===== config.mk =====
export PLATFORM = sky130hd
export DESIGN_NAME = laundry_request_scheduler
export DESIGN_NICKNAME = d
export VERILOG_FILES = /design/src/rtl/laundry_pkg.sv /design/src/rtl/rr_arbiter4.sv /design/src/rtl/laundry_request_scheduler.sv
export SDC_FILE = /design/constraint.sdc
export NUM_CORES = 1
export LEC_CHECK = 0
export ABC_AREA = 1
export BUFFER_PORTS_ARGS = -buffer_cell sky130_fd_sc_hd__buf_2
export CAP_MARGIN = 0
export CORE_ASPECT_RATIO = 1.5
export CORE_MARGIN = 3
export CORE_UTILIZATION = 31
export DETAILED_ROUTE_END_ITERATION = 10
export GPL_TIMING_DRIVEN = 1
export SYNTH_ARGS = -nofsm -noshare
export SYNTH_HDL_FRONTEND = slang
export SYNTH_SLANG_ARGS = --single-unit

===== constraint.sdc =====
create_clock -name clk -period 2.2 [get_ports clk]
set_clock_uncertainty 0.2 [all_clocks]
set_input_delay 0.33 -clock clk [delete_from_list [all_inputs] [get_ports clk]]
set_output_delay 0.33 -clock clk [all_outputs]
set_load 0.01 [all_outputs]

===== src/rtl/laundry_pkg.sv =====
// Shared types and constants for the laundry request scheduler slice.
// Floor indices are 0..3; floors travel between blocks as one-hot vectors.
package laundry_pkg;

    localparam int NUM_FLOORS = 4;

    typedef enum logic [2:0] {
        IDLE      = 3'd0,
        ISSUE     = 3'd1,
        WAIT_DONE = 3'd2,
        RETIRE    = 3'd3,
        GAP       = 3'd4
    } state_t;

    localparam logic [NUM_FLOORS-1:0] FLOOR0 = 4'b0001;
    localparam logic [NUM_FLOORS-1:0] FLOOR1 = 4'b0010;
    localparam logic [NUM_FLOORS-1:0] FLOOR2 = 4'b0100;
    localparam logic [NUM_FLOORS-1:0] FLOOR3 = 4'b1000;

    function automatic logic [1:0] onehot_to_idx(input logic [NUM_FLOORS-1:0] oh);
        logic [1:0] idx;
        idx = '0;
        for (int i = 0; i < NUM_FLOORS; i++) begin
            if (oh[i]) idx = 2'(i);
        end
        return idx;
    endfunction

endpackage


===== src/rtl/rr_arbiter4.sv =====
// Combinational 4-way round-robin pick: the first set pending bit at or after
// rr_ptr (ascending, wrapping 3->0) wins and is returned one-hot.
module rr_arbiter4
    import laundry_pkg::*;
(
    input  logic [NUM_FLOORS-1:0] pending,
    input  logic [1:0]            rr_ptr,
    output logic [NUM_FLOORS-1:0] grant,
    output logic                  valid
);

    logic [1:0] idx;

    // Scan from the farthest candidate back to rr_ptr so the nearest one lands last.
    always_comb begin
        grant = '0;
        idx   = '0;
        for (int i = NUM_FLOORS - 1; i >= 0; i--) begin
            idx = rr_ptr + 2'(i);
            if (pending[idx]) grant = FLOOR0 << idx;
        end
    end

    assign valid = |pending;

endmodule


===== src/rtl/laundry_request_scheduler.sv =====
// Captures per-floor laundry calls, issues one floor at a time round-robin to
// the laundry controller, and retires each job on wash_done or watchdog expiry.
module laundry_request_scheduler
    import laundry_pkg::*;
#(
    parameter int TIMEOUT_CYCLES = 200,
    parameter int TMR_W          = 8,
    parameter int GAP_CYCLES     = 2
) (
    input  logic                  clk,
    input  logic                  reset,
    input  logic [NUM_FLOORS-1:0] call_btn,
    input  logic                  wash_done,
    output logic                  start,
    output logic [NUM_FLOORS-1:0] req_laundry,
    output logic [NUM_FLOORS-1:0] send,
    output logic [NUM_FLOORS-1:0] pending,
    output logic                  busy,
    output logic                  timeout_err,
    output state_t                state_dbg
);

    // Handshake: start is a one-cycle launch with req_laundry/send valid; the
    // floor is held until wash_done (only honoured in WAIT_DONE) or the watchdog.
    localparam logic [TMR_W-1:0] TIMEOUT_LAST = TMR_W'(TIMEOUT_CYCLES - 1);
    localparam logic [TMR_W-1:0] GAP_LAST     = TMR_W'(GAP_CYCLES - 1);

    state_t                state, state_next;
    logic [NUM_FLOORS-1:0] pending_q, grant, grant_clr;
    logic [NUM_FLOORS-1:0] cur_floor, cur_floor_next;
    logic [1:0]            rr_ptr, rr_ptr_next;
    logic [TMR_W-1:0]      timer, timer_next;
    logic                  grant_valid;

    rr_arbiter4 u_arb (
        .pending (pending_q),
        .rr_ptr  (rr_ptr),
        .grant   (grant),
        .valid   (grant_valid)
    );

    always_ff @(posedge clk or negedge reset) begin
        if (!reset) begin
            state     <= IDLE;
            pending_q <= '0;
            cur_floor <= '0;
            rr_ptr    <= '0;
            timer     <= '0;
        end else begin
            state     <= state_next;
            pending_q <= (pending_q & ~grant_clr) | call_btn;
            cur_floor <= cur_floor_next;
            rr_ptr    <= rr_ptr_next;
            timer     <= timer_next;
        end
    end

    // The winner's pending bit is dropped on the edge into ISSUE, so it never shows while served.
    always_comb begin
        state_next     = state;
        cur_floor_next = cur_floor;
        rr_ptr_next    = rr_ptr;
        timer_next     = timer;
        grant_clr      = '0;
        start          = 1'b0;
        req_laundry    = '0;
        timeout_err    = 1'b0;
        case (state)
            IDLE: begin
                if (grant_valid) begin
                    state_next     = ISSUE;
                    cur_floor_next = grant;
                    grant_clr      = grant;
                end
            end
            ISSUE: begin
                start       = 1'b1;
                req_laundry = cur_floor;
                timer_next  = '0;
                state_next  = WAIT_DONE;
            end
            WAIT_DONE: begin
                req_laundry = cur_floor;
                timer_next  = timer + 1'b1;
                if (wash_done) begin
                    state_next = RETIRE;
                end else if (timer == TIMEOUT_LAST) begin
                    timeout_err = 1'b1;
                    state_next  = RETIRE;
                end
            end
            RETIRE: begin
                rr_ptr_next    = onehot_to_idx(cur_floor) + 2'd1;
                cur_floor_next = '0;
                timer_next     = '0;
                state_next     = (GAP_CYCLES == 0) ? IDLE : GAP;
            end
            GAP: begin
                if (timer == GAP_LAST) begin
                    timer_next = '0;
                    state_next = IDLE;
                end else begin
                    timer_next = timer + 1'b1;
                end
            end
            default: state_next = IDLE;
        endcase
    end

    assign send      = req_laundry;
    assign pending   = pending_q;
    assign busy      = (state != IDLE);
    assign state_dbg = state;

endmodule


After elaboration in Yosys (flattened, before gate mapping)
Cells that the tools add are included.
{"block": "classes", "mux": 32, "bitwise": 3, "eq_ne": 9, "shifts": 4, "reduce_logical": 9, "n_addsub": 5, "magnitude_cmp": 4}
{"op": "$mux W4", "count": 8}
{"op": "$pmux W8 S3", "count": 1}
{"op": "$shl A1 B2 Y4 const A", "count": 4}
{"op": "$pmux W3 S5", "count": 1}
{"op": "$lt A2 B3 Y1 const B", "count": 4}
{"op": "$mux W3", "count": 4}
{"op": "$mux W1", "count": 9}
{"op": "$add A8 B1 Y8 const B", "count": 1}
{"op": "$bmux W1 S2", "count": 4}
{"op": "$eq A8 B1 Y1 const B", "count": 1}
{"op": "$eq A8 B8 Y1 const B", "count": 1}
{"op": "$mux W8", "count": 1}
{"op": "$pmux W4 S2", "count": 1}
{"op": "$eq A3 B2 Y1 const B", "count": 2}
{"op": "$mux W2", "count": 3}
{"op": "$reduce_bool A3 Y1", "count": 2}
{"op": "$add A2 B1 Y2 const B", "count": 2}
{"op": "$add A2 B2 Y2 const B", "count": 2}
{"op": "$and A4 B4 Y4", "count": 1}
{"op": "$ne A2 B2 Y1 const B", "count": 2}
{"op": "$not A4 Y4", "count": 1}
{"op": "$or A4 B4 Y4", "count": 1}
{"op": "$reduce_or A2 Y1", "count": 2}
{"op": "$reduce_or A4 Y1", "count": 1}
{"op": "7 further kinds", "count": 7}
{"block": "word_totals", "ff_bits": 21, "out_inout_bits": 18, "word_cells": 71, "input_bits": 7}

Depth between registers and ports, before layout
Gate-level depths: netlist of run 1.
{"block": "logic_depth", "depth_word": 12, "ltp_mapped": 11}

By module
From an unflattened synthesis of run 1, not the netlist that was laid out.
{"block": "hier_totals", "cells_unflattened": 227, "hier_area_um2": 1572.8}
{"mod": "laundry_request_scheduler", "area_each_um2": 1142.3, "cells_each": 152, "instances": 1, "seq_area_each_um2": 525.5}
{"mod": "rr_arbiter4", "area_each_um2": 430.4, "cells_each": 75, "instances": 1, "seq_area_each_um2": 0.0}

Worst setup path after synthesis of run 1
No wires, ideal clock.
{"block": "synth_timing", "path_type": "flip-flop to output port", "startpoint": "register state[0] (netlist: state_dbg[0])", "endpoint": "output port send[3]", "slack_ns": 0.389, "path_stages_with_launch": 7, "arrival_time_ns": 1.281, "required_time_ns": 1.670, "cell_sequence": "dfrtp_1 nor2_1 nand2_1 o21ai_0 inv_1 nor2_1 buf_4"}
{"block": "synth_between", "elab_chain_len": 3}
{"item": "from (decl)", "line_no": "laundry_request_scheduler.sv:28", "source": "state_t state, state_next;"}
{"item": "from (signal assigned)", "line_no": "laundry_request_scheduler.sv:50", "source": "state <= state_next;"}
{"item": "$eq A3 B2 Y1 / $eq A3 B1 Y1 (equally long branches)", "line_no": "laundry_request_scheduler.sv:68", "source": "case (state)"}
{"item": "$reduce_or A2 Y1 (no line) *"}
{"item": "$mux W4 *", "line_no": "laundry_request_scheduler.sv:68"}
{"item": "to (decl)", "line_no": "laundry_request_scheduler.sv:16", "source": "output logic [NUM_FLOORS-1:0] send,"}
Mark *: on every way between the ends. The rest lies on a longest branch, timed or not.

Final worst setup path of run 1
{"block": "layout_timing", "startpoint": "register state[2] (netlist: state_dbg[2])", "endpoint": "output port req_laundry[2]"}
{"block": "layout_between", "elab_chain_len": 3}
{"item": "$eq A3 B2 Y1 / $eq A3 B1 Y1 (equally long branches)", "line_no": "laundry_request_scheduler.sv:68"}
{"item": "$reduce_or A2 Y1 (no line) *"}
{"item": "$mux W4 *", "line_no": "laundry_request_scheduler.sv:68"}
{"item": "to (decl)", "line_no": "laundry_request_scheduler.sv:15", "source": "output logic [NUM_FLOORS-1:0] req_laundry,"}
Marked as above.

==> reports/results.tsv, run 1 <==
metric	value	unit
outcome	finished, final reports clean	
syn-cell-area	1460	sq um
viasPerCell	4.59	
post-route-min-period	2050	ps
fmax	0.488	GHz
synth_cell_types	23	
r2r_start	rr_ptr[1]$_DFFE_PN0P_	
wirelength	3530	microns
numCtsBuffers	3	
die_w	62.1	microns
holdWs	49.1	ps
die_y	90.2	microns
synth_top_family_by_area	simple AND/OR/NAND/NOR gates	
dr.pass1.iters	5	
fin_area	1700	sq um
synthFlopType	dfrtp_1	
synth_fp_nets	223	
synthXorXnorAreaFrac	0	
rsz0062_at_grt	false	
synth-edff-count	0	
synth_top_cell_area_share	0.359	
p_leak	0.910	nW
gp_congestion	0.879	
drc_errors	0	
clk_pin_slew	70	ps
synthTopCellsByArea	dfrtp_1 (36%), nand2_1 (12%), inv_1 (9.7%), ha_1 (8.5%), nand3_1 (7.5%)	
period_share	0.931	
synth-seq-cells	21	
die_area	5600	sq um
path_max_fanout	4	
powerDensity	1480	nW/um^2
ys_warn_count	0	
dr.first_iter.drc_count	84	
antenna_found_initial	0	
cts_buffer_depth	2	
hold_viol_final	0	
worstMarginPinSlew	482	ps
synthAdderAreaFrac	0.0855	
grt_max_degree	22	
final_nets	250	
num_vias	1358	
grt_pass1_vias	1390	
synthTopCellsByCount	nand2_1 (47), inv_1 (38), nand3_1 (22)	
grt_pass1_wl	6260	microns
dp_hpwl	2880	microns
numPortBuffers	24	
min_path_type	in -> reg	
yosysMostFrequentCell	nand2_1	
wl_per_cell	11.9	microns
grt_usage	0.137	
synth_async_sr_flop_share	1.00	
setup_ws	151	ps
pre_cts_slack	187	ps
synth.area.mux_share	0	
cts_root_buffer	clkbuf_8	
rows	30	
ys_seq_area_frac	0.359	
cts_sinks	21	
area_growth	16.0	%
crit_path_end_kind	output pin	
vdd_ir_drop_max	0.000814	V
synth_top_area_cell	dfrtp_1	
antenna_cells	0	
crit_path_start_kind	register	
insertion_delay	260	ps
avgSynthCellArea	7.11	sq um
tns	0	ps
worstSetupStartpoint	state_dbg[2]$_DFFE_PN0P_	
pin_count	25	
placement.cell_area	1640	sq um
drive_above_1_share	0.181	
htree_levels	1	
drtAntennaViolNets	0	
synthSimpleGateAreaFrac	0.307	
worstHoldStart	call_btn[3]	
crit_arrival	1520	ps
drv_slew	0	
path_class	reg -> out	
synth_compound_area_frac	0.121	
core	4540	sq um
drv_cap	0	
maxSlewHeadroom	0.679	
grt_overflow	0	
cts_tree	built	
initial_utilization	0.322	
setup_violations	0	
syn_inst	206	
worstPathRequired	1670	ps
## where the power goes
part / internal [W] / total [W] / switching (W)
logic: 0.000561 / 0.00159 / 0.00103
clock network: 0.000126 / 0.000251 / 0.000125
registers: 0.000527 / 0.000673 / 0.000146
## critical path: stages (launching register included)
cell and delay (ps):
dfrtp_1 420, inv_1 130, nand2_1 130, o21ai_1 180
inv_1 100, nor2_1 140, buf_2 150
## worst paths after layout
path / slack, ps / endpoint / depth (start not counted)
worst max register to register: 230 / cur_floor[2]$_DFFE_PN0P_ / 10
worst min-delay path: 50 / pending[3]$_DFF_PN0_ / 3
min in group asynchronous: 350 / timer[5]$_DFFE_PN0P_ / 2
max in group asynchronous: 1090 / rr_ptr[1]$_DFFE_PN0P_ / 2
worst max-delay path: 150 / req_laundry[2] / 6
worst min register to register: 310 / timer[5]$_DFFE_PN0P_ / 3
## registers in the layout, summed over array words and instances (netlist names)
name / flops
cur_floor: 4
state_dbg: 3
pending: 4
timer: 8
rr_ptr: 2
## cell families (layout without fill, tap and decap cells)
logic type      count (synthesis)  in the layout
buf+inv                        44             70
fa+ha+maj                      10             10
compound gates                 32             32
flops                          21             21
simple gates                   99             99
## per-layer routing
metal  GRT usage  vias up  wire length [microns]
met4      0.0498        0                     55
li1            -      703                      -
met3      0.0238        5                    114
met1       0.148      620                   1410
met5           0        -                      0
met2       0.262       30                   1950
## layout by cell type (no fill, tap or decap), types with 4 or more instances in the layout
| master | n |
|---|---|
| ha_1 | 10 |
| nand3_1 | 22 |
| dfrtp_1 | 20 |
| o21ai_1 | 9 |
| buf_2 | 24 |
| inv_1 | 38 |
| nand2_1 | 47 |
| a21oi_1 | 4 |
| nor2_1 | 15 |
| o21ai_0 | 15 |
## final cells by class
type,count,area (sq um)
fillers,493,2840
well taps,64,80.1
clock buffers,3,41.3
repair buffers,27,145
inverters,39,146
flip-flops and latches,21,527
clock inverters,1,5.00
multi-input cells,141,753
## stage by stage
step           cells  power (W)  utilization
6_report         296    0.00251        0.374
5_1_grt          296    0.00281        0.374
3_5_place_dp     291    0.00226        0.361
3_3_place_gp     291    0.00226        0.361
4_1_cts          296    0.00253        0.373
2_1_floorplan    206    0.00184            -
## repair_timing
action                                  CTS  global route
setup buffers                             0             0
endpoints found under the setup margin    0            12
endpoints found under the hold margin    21             0
hold buffers                              1             0
gates resized for setup                   0             3
Power figures use the tool's default switching activity.
==> inputs of run 2 (changes only) <==
--- a/config.mk
+++ b/config.mk
@@ -9,8 +9,8 @@
 export BUFFER_PORTS_ARGS = -buffer_cell sky130_fd_sc_hd__buf_2
 export CAP_MARGIN = 0
 export CORE_ASPECT_RATIO = 1.5
-export CORE_MARGIN = 3
 export CORE_UTILIZATION = 31
+export CTS_BUF_LIST = sky130_fd_sc_hd__clkbuf_4 sky130_fd_sc_hd__clkbuf_8 sky130_fd_sc_hd__clkbuf_16
 export DETAILED_ROUTE_END_ITERATION = 10
 export GPL_TIMING_DRIVEN = 1
 export SYNTH_ARGS = -nofsm -noshare
==> reports/results.tsv, run 2 (same netlist as run 1, synthesis figures left out) <==
metric	value	unit	change
outcome	finished, final reports clean		
postCtsSetupRepairBufs	0		unchanged
hold_viol_final	0		unchanged
worstHoldEndpoint	pending[1]$_DFF_PN0_		
htree_levels	1		unchanged
largest_reg_flops	8		unchanged
powerDensity	1470	nW/um^2	-0.69%
antenna_found_initial	0		unchanged
fmax	0.495	GHz	+1.4%
cts_sinks	21		unchanged
die_area	5010	sq um	-11%
cts_tree	built		
grt_max_degree	22		unchanged
drtAntennaViolNets	0		unchanged
area_growth	15.7	%	
setup_violations	0		unchanged
numPortBuffers	24		unchanged
vdd_ir_drop_max	0.000664	V	-19%
dp_hpwl	2760	microns	-4.1%
initial_utilization	0.322		unchanged
hold-path-cell-count	3		unchanged
final_nets	249		-0.40%
place_inst	290		-0.34%
r2r_start	rr_ptr[1]$_DFFE_PN0P_		
r2r_slack	230	ps	about the same
placement.cell_area	1630	sq um	-0.46%
grt_overflow	0		unchanged
viasPerCell	4.56		-0.55%
fill_cells	497		+0.81%
worstPathRequired	1670	ps	about the same
period_share	0.919		-0.0124
numCtsBuffers	3		unchanged
path_class	reg -> out		
die_y	86.2	microns	-4.4%
grt_pass1_vias	1319		-5.1%
layout_common_cells	nand2_1 (47), inv_1 (38), buf_2 (24), nand3_1 (22), dfrtp_1 (20)		
maxSlewHeadroom	0.678		-0.000885
dr.pass1.iters	4		-1
fin_cells	295		-0.34%
grt_pass1_wl	5710	microns	-8.8%
core	4540	sq um	unchanged
cts_root_buffer	clkbuf_8		
crit_path_start_kind	register		
wl_per_cell	11.7	microns	-1.7%
drive_above_1_share	0.182		+0.000784
reg2reg_to	cur_floor[2]$_DFFE_PN0P_		
crit_arrival	1490	ps	-30 ps
p_leak	0.906	nW	-0.37%
dr.first_iter.drc_count	66		-21%
antenna_cells	0		unchanged
num_vias	1346		-0.88%
post-route-min-period	2020	ps	-27.3 ps
insertion_delay	260	ps	about the same
rows	30		unchanged
worstMarginPinSlew	483	ps	+1.33 ps
drv_cap	0		unchanged
die_w	58.1	microns	-6.4%
rsz0062_at_grt	false		
gp_congestion	0.821		-6.6%
drv_slew	0		unchanged
grt_usage	0.148		+0.0109
worstHoldStart	call_btn[1]		
cts_buffer_depth	2		unchanged
mostFrequentLayoutCell	nand2_1		
clk_pin_slew	80	ps	about the same
fin_area	1690	sq um	-0.22%
tns	0	ps	unchanged
drc_errors	0		unchanged
crit_path_end_kind	output pin		
pin_count	25		unchanged
path_max_fanout	4		unchanged
wirelength	3460	microns	-2.1%
worstRegToRegCells	10		unchanged
min_path_type	in -> reg		
top_register	timer		
## run 2: cell count changes in the layout (fill, tap and decap cells not counted), sizes merged
cell | before | now
buf | 26 | 25
## run 2: timing repair
action,CTS,global route
endpoints found under the setup margin,0,9
hold buffers,1,0
hold endpoints to repair,21,0
resized for setup,0,4
## run 2: how the worst max path moves through the flow
stage | from | to | slack [ps] | cells after the start
after global routing | state_dbg[2]$_DFFE_PN0P_ | req_laundry[3] | 20 | 6
after detailed placement | rr_ptr[1]$_DFFE_PN0P_ | pending[1]$_DFF_PN0_ | 190 | 11
final | state_dbg[2]$_DFFE_PN0P_ | send[2] | 180 | 6
after global placement | rr_ptr[1]$_DFFE_PN0P_ | pending[1]$_DFF_PN0_ | 220 | 11
after CTS | state_dbg[2]$_DFFE_PN0P_ | req_laundry[1] | 30 | 6
after floorplan | state_dbg[0]$_DFFE_PN0P_ | send[3] | 390 | 6
## run 2: layout make-up
class | instances | area, sq um | share of cell area
multi-input cells | 141 | 757 | 0.447
flip-flops and latches | 21 | 527 | 0.311
inverters | 39 | 146 | 0.0864
repair buffers | 26 | 138 | 0.0812
well taps | 64 | 80.1 | 0.0473
clock buffers | 3 | 41.3 | 0.0244
clock inverters | 1 | 5.00 | 0.00295
## run 2: report_power, final
part	internal, W	switching, W
Sequential	0.000527	0.000158
Combinational	0.000543	0.00100
Clock	0.000126	0.000130
## run 2: metal layers
metal / part of all wire / track usage / vias up
met4: 0.0084 / 0.0390 / 0
li1: - / - / 700
met1: 0.41 / 0.164 / 621
met3: 0.023 / 0.0181 / 4
met2: 0.56 / 0.287 / 21
met5: 0 / 0 / -
## run 2: per-stage QoR
stage,util,total power (W),hold slack (ps),worst slack [ps]
6_report,0.373,0.00249,55.4,179
5_1_grt,0.373,0.00277,68.2,17.6
4_1_cts,0.371,0.00248,53.7,28.1
3_5_place_dp,0.359,0.00222,118,190
3_3_place_gp,0.359,0.00223,117,217
2_1_floorplan,-,0.00184,-166,389
## run 2: critical path: stages (launching register included)
cell and delay, ps:
dfrtp_1 420, inv_1 130, nand2_1 140, o21ai_2 170
inv_1 90, nor2_1 130, buf_2 150
==> inputs of run 3 (changes only) <==
--- a/config.mk
+++ b/config.mk
@@ -10,9 +10,10 @@
 export CAP_MARGIN = 0
 export CORE_ASPECT_RATIO = 1.5
 export CORE_UTILIZATION = 31
-export CTS_BUF_LIST = sky130_fd_sc_hd__clkbuf_4 sky130_fd_sc_hd__clkbuf_8 sky130_fd_sc_hd__clkbuf_16
+export CTS_BUF_LIST = sky130_fd_sc_hd__clkbuf_8
 export DETAILED_ROUTE_END_ITERATION = 10
 export GPL_TIMING_DRIVEN = 1
+export PLACE_DENSITY = 0.59
 export SYNTH_ARGS = -nofsm -noshare
 export SYNTH_HDL_FRONTEND = slang
 export SYNTH_SLANG_ARGS = --single-unit
==> reports/results.tsv, run 3 (same netlist as run 1, synthesis figures left out) <==
metric	value	unit	change
largest_reg_flops	8		unchanged
fmax	0.497	GHz	+0.49%
swShare	0.514		-0.00519
critPathBufInv	2		-1
top_register	timer		
area_growth	16.6	%	
rows	30		unchanged
vdd_ir_drop_max	0.000535	V	-19%
die_y	86.2	microns	unchanged
gp_congestion	0.842		+2.5%
maxSlewHeadroom	0.672		-0.00600
antenna_cells	0		unchanged
cts_tree	built		
reg2reg_to	cur_floor[2]$_DFFE_PN0P_		
setup_violations	0		unchanged
powerDensity	1470	nW/um^2	+0.35%
wl_per_cell	11.7	microns	about the same
place_inst	292		+0.69%
viasPerCell	4.65		+1.8%
worstRegToRegCells	10		unchanged
power_switching	0.00129	W	about the same
p_leak	0.918	nW	+1.3%
crit_path_end_kind	output pin		
fill_cells	498		+0.20%
fin_cells	297		+0.68%
cts_sinks	21		unchanged
drv_slew	0		unchanged
r2r_slack	300	ps	+70 ps
drtAntennaViolNets	0		unchanged
combPwrFrac	0.632		+0.010
crit_arrival	1480	ps	about the same
path_class	reg -> out		
dr.pass1.iters	4		unchanged
num_vias	1380		+2.5%
grt_max_degree	22		unchanged
die_w	58.1	microns	unchanged
core	4540	sq um	unchanged
mostFrequentLayoutCell	nand2_1		
cts_root_buffer	clkbuf_8		
htree_levels	1		unchanged
path_max_fanout	4		unchanged
pwr-share-seq	0.267		-0.008
worstHoldStart	call_btn[3]		
grt_pass1_wl	5720	microns	+0.25%
period_share	0.914		-0.00449
numCtsBuffers	3		unchanged
holdWs	57.1	ps	+1.72 ps
min_path_type	in -> reg		
outcome	finished, final reports clean		
rsz0062_at_grt	false		
crit_path_start_kind	register		
intPower	0.00122	W	+2.2%
drive_above_1_share	0.180		-0.00156
r2r_start	rr_ptr[1]$_DFFE_PN0P_		
pin_count	25		unchanged
final_nets	251		+0.80%
grt_overflow	0		unchanged
crit_chain	ha_1 -> nand2_1 -> inv_1 -> nand4_1 -> nor3_1 -> buf_2		
worstMarginPinSlew	492	ps	+9.00 ps
hold_viol_final	0		unchanged
wirelength	3480	microns	+0.61%
die_area	5010	sq um	unchanged
initial_utilization	0.322		unchanged
power.share.clock	0.100		-0.003
antenna_found_initial	0		unchanged
pre_cts_slack	306	ps	+116 ps
hold-path-cell-count	3		unchanged
setup_ws	189	ps	+9.88 ps
cp_slowest_cell	dfrtp_1		
worstPathRequired	1670	ps	about the same
cts_buffer_depth	2		unchanged
insertion_delay	260	ps	about the same
post-route-min-period	2010	ps	-9.88 ps
layout_common_cells	nand2_1 (47), inv_1 (39), buf_2 (24), nand3_1 (22), dfrtp_1 (21)		
worstHoldEndpoint	pending[3]$_DFF_PN0_		
drc_errors	0		unchanged
postCtsSetupRepairBufs	0		unchanged
max_stage_delay	390	ps	-30 ps
tns	0	ps	unchanged
grt_usage	0.149		+0.000573
grt_pass1_vias	1338		+1.4%
critPathTopFamily	flip-flops		
numPortBuffers	24		unchanged
dp_hpwl	2790	microns	+1.2%
fin_area	1710	sq um	+0.74%
clk_pin_slew	80	ps	about the same
drv_cap	0		unchanged
placement.cell_area	1650	sq um	+0.92%
dr.first_iter.drc_count	50		-24%
run 3: worst min-delay path: stages:
cell	delay [ps]
buf_2	70
inv_1	30
nand2_1	50
run 3: worst max path at each step:
stage / from / depth (start not counted) / endpoint
2_1_floorplan: state_dbg[0]$_DFFE_PN0P_ / 6 / send[3]
3_3_place_gp: rr_ptr[1]$_DFFE_PN0P_ / 10 / cur_floor[2]$_DFFE_PN0P_
3_5_place_dp: rr_ptr[1]$_DFFE_PN0P_ / 10 / cur_floor[2]$_DFFE_PN0P_
4_1_cts: state_dbg[2]$_DFFE_PN0P_ / 6 / req_laundry[1]
5_1_grt: state_dbg[2]$_DFFE_PN0P_ / 6 / req_laundry[0]
6_report: timer[1]$_DFFE_PN0P_ / 6 / timeout_err
run 3: power groups by stage:
stage	Clock [W]	Combinational [W]	Sequential (W)
global placement	0	0.00159	0.000674
global route	0.000271	0.00184	0.000696
floorplan	0	0.00115	0.000686
finish	0.000253	0.00159	0.000672
detailed placement	0	0.00159	0.000675
CTS	0.000260	0.00160	0.000668
run 3: layout make-up:
class / instances / area [sq um] / share of cell area
clock buffer: 3 / 41.3 / 0.0242
clock inverter: 1 / 3.75 / 0.00220
inverter: 39 / 146 / 0.0858
multi-input combinational: 141 / 757 / 0.444
sequential: 21 / 526 / 0.308
tap: 64 / 80.1 / 0.0469
timing repair buffer: 28 / 153 / 0.0894
run 3: per-stage QoR:
step | util | power (W)
final | 0.376 | 0.00252
after global routing | 0.376 | 0.00281
after CTS | 0.374 | 0.00252
after detailed placement | 0.362 | 0.00226
after global placement | 0.362 | 0.00227
after floorplan | - | 0.00184
run 3: timing repair:
| action | 4_1_cts | 5_1_grt |
|---|---|---|
| hold buffers | 1 | 0 |
| endpoints found under the setup margin | 0 | 8 |
| endpoints found under the hold margin | 21 | 0 |
| resized for setup | 0 | 3 |
run 3: per-layer routing:
metal,share of wire,global-route usage,up-vias
met5,0,0,-
met4,0.011,0.0628,0
met3,0.029,0.0226,4
met2,0.55,0.279,24
met1,0.41,0.160,647
li1,-,-,705
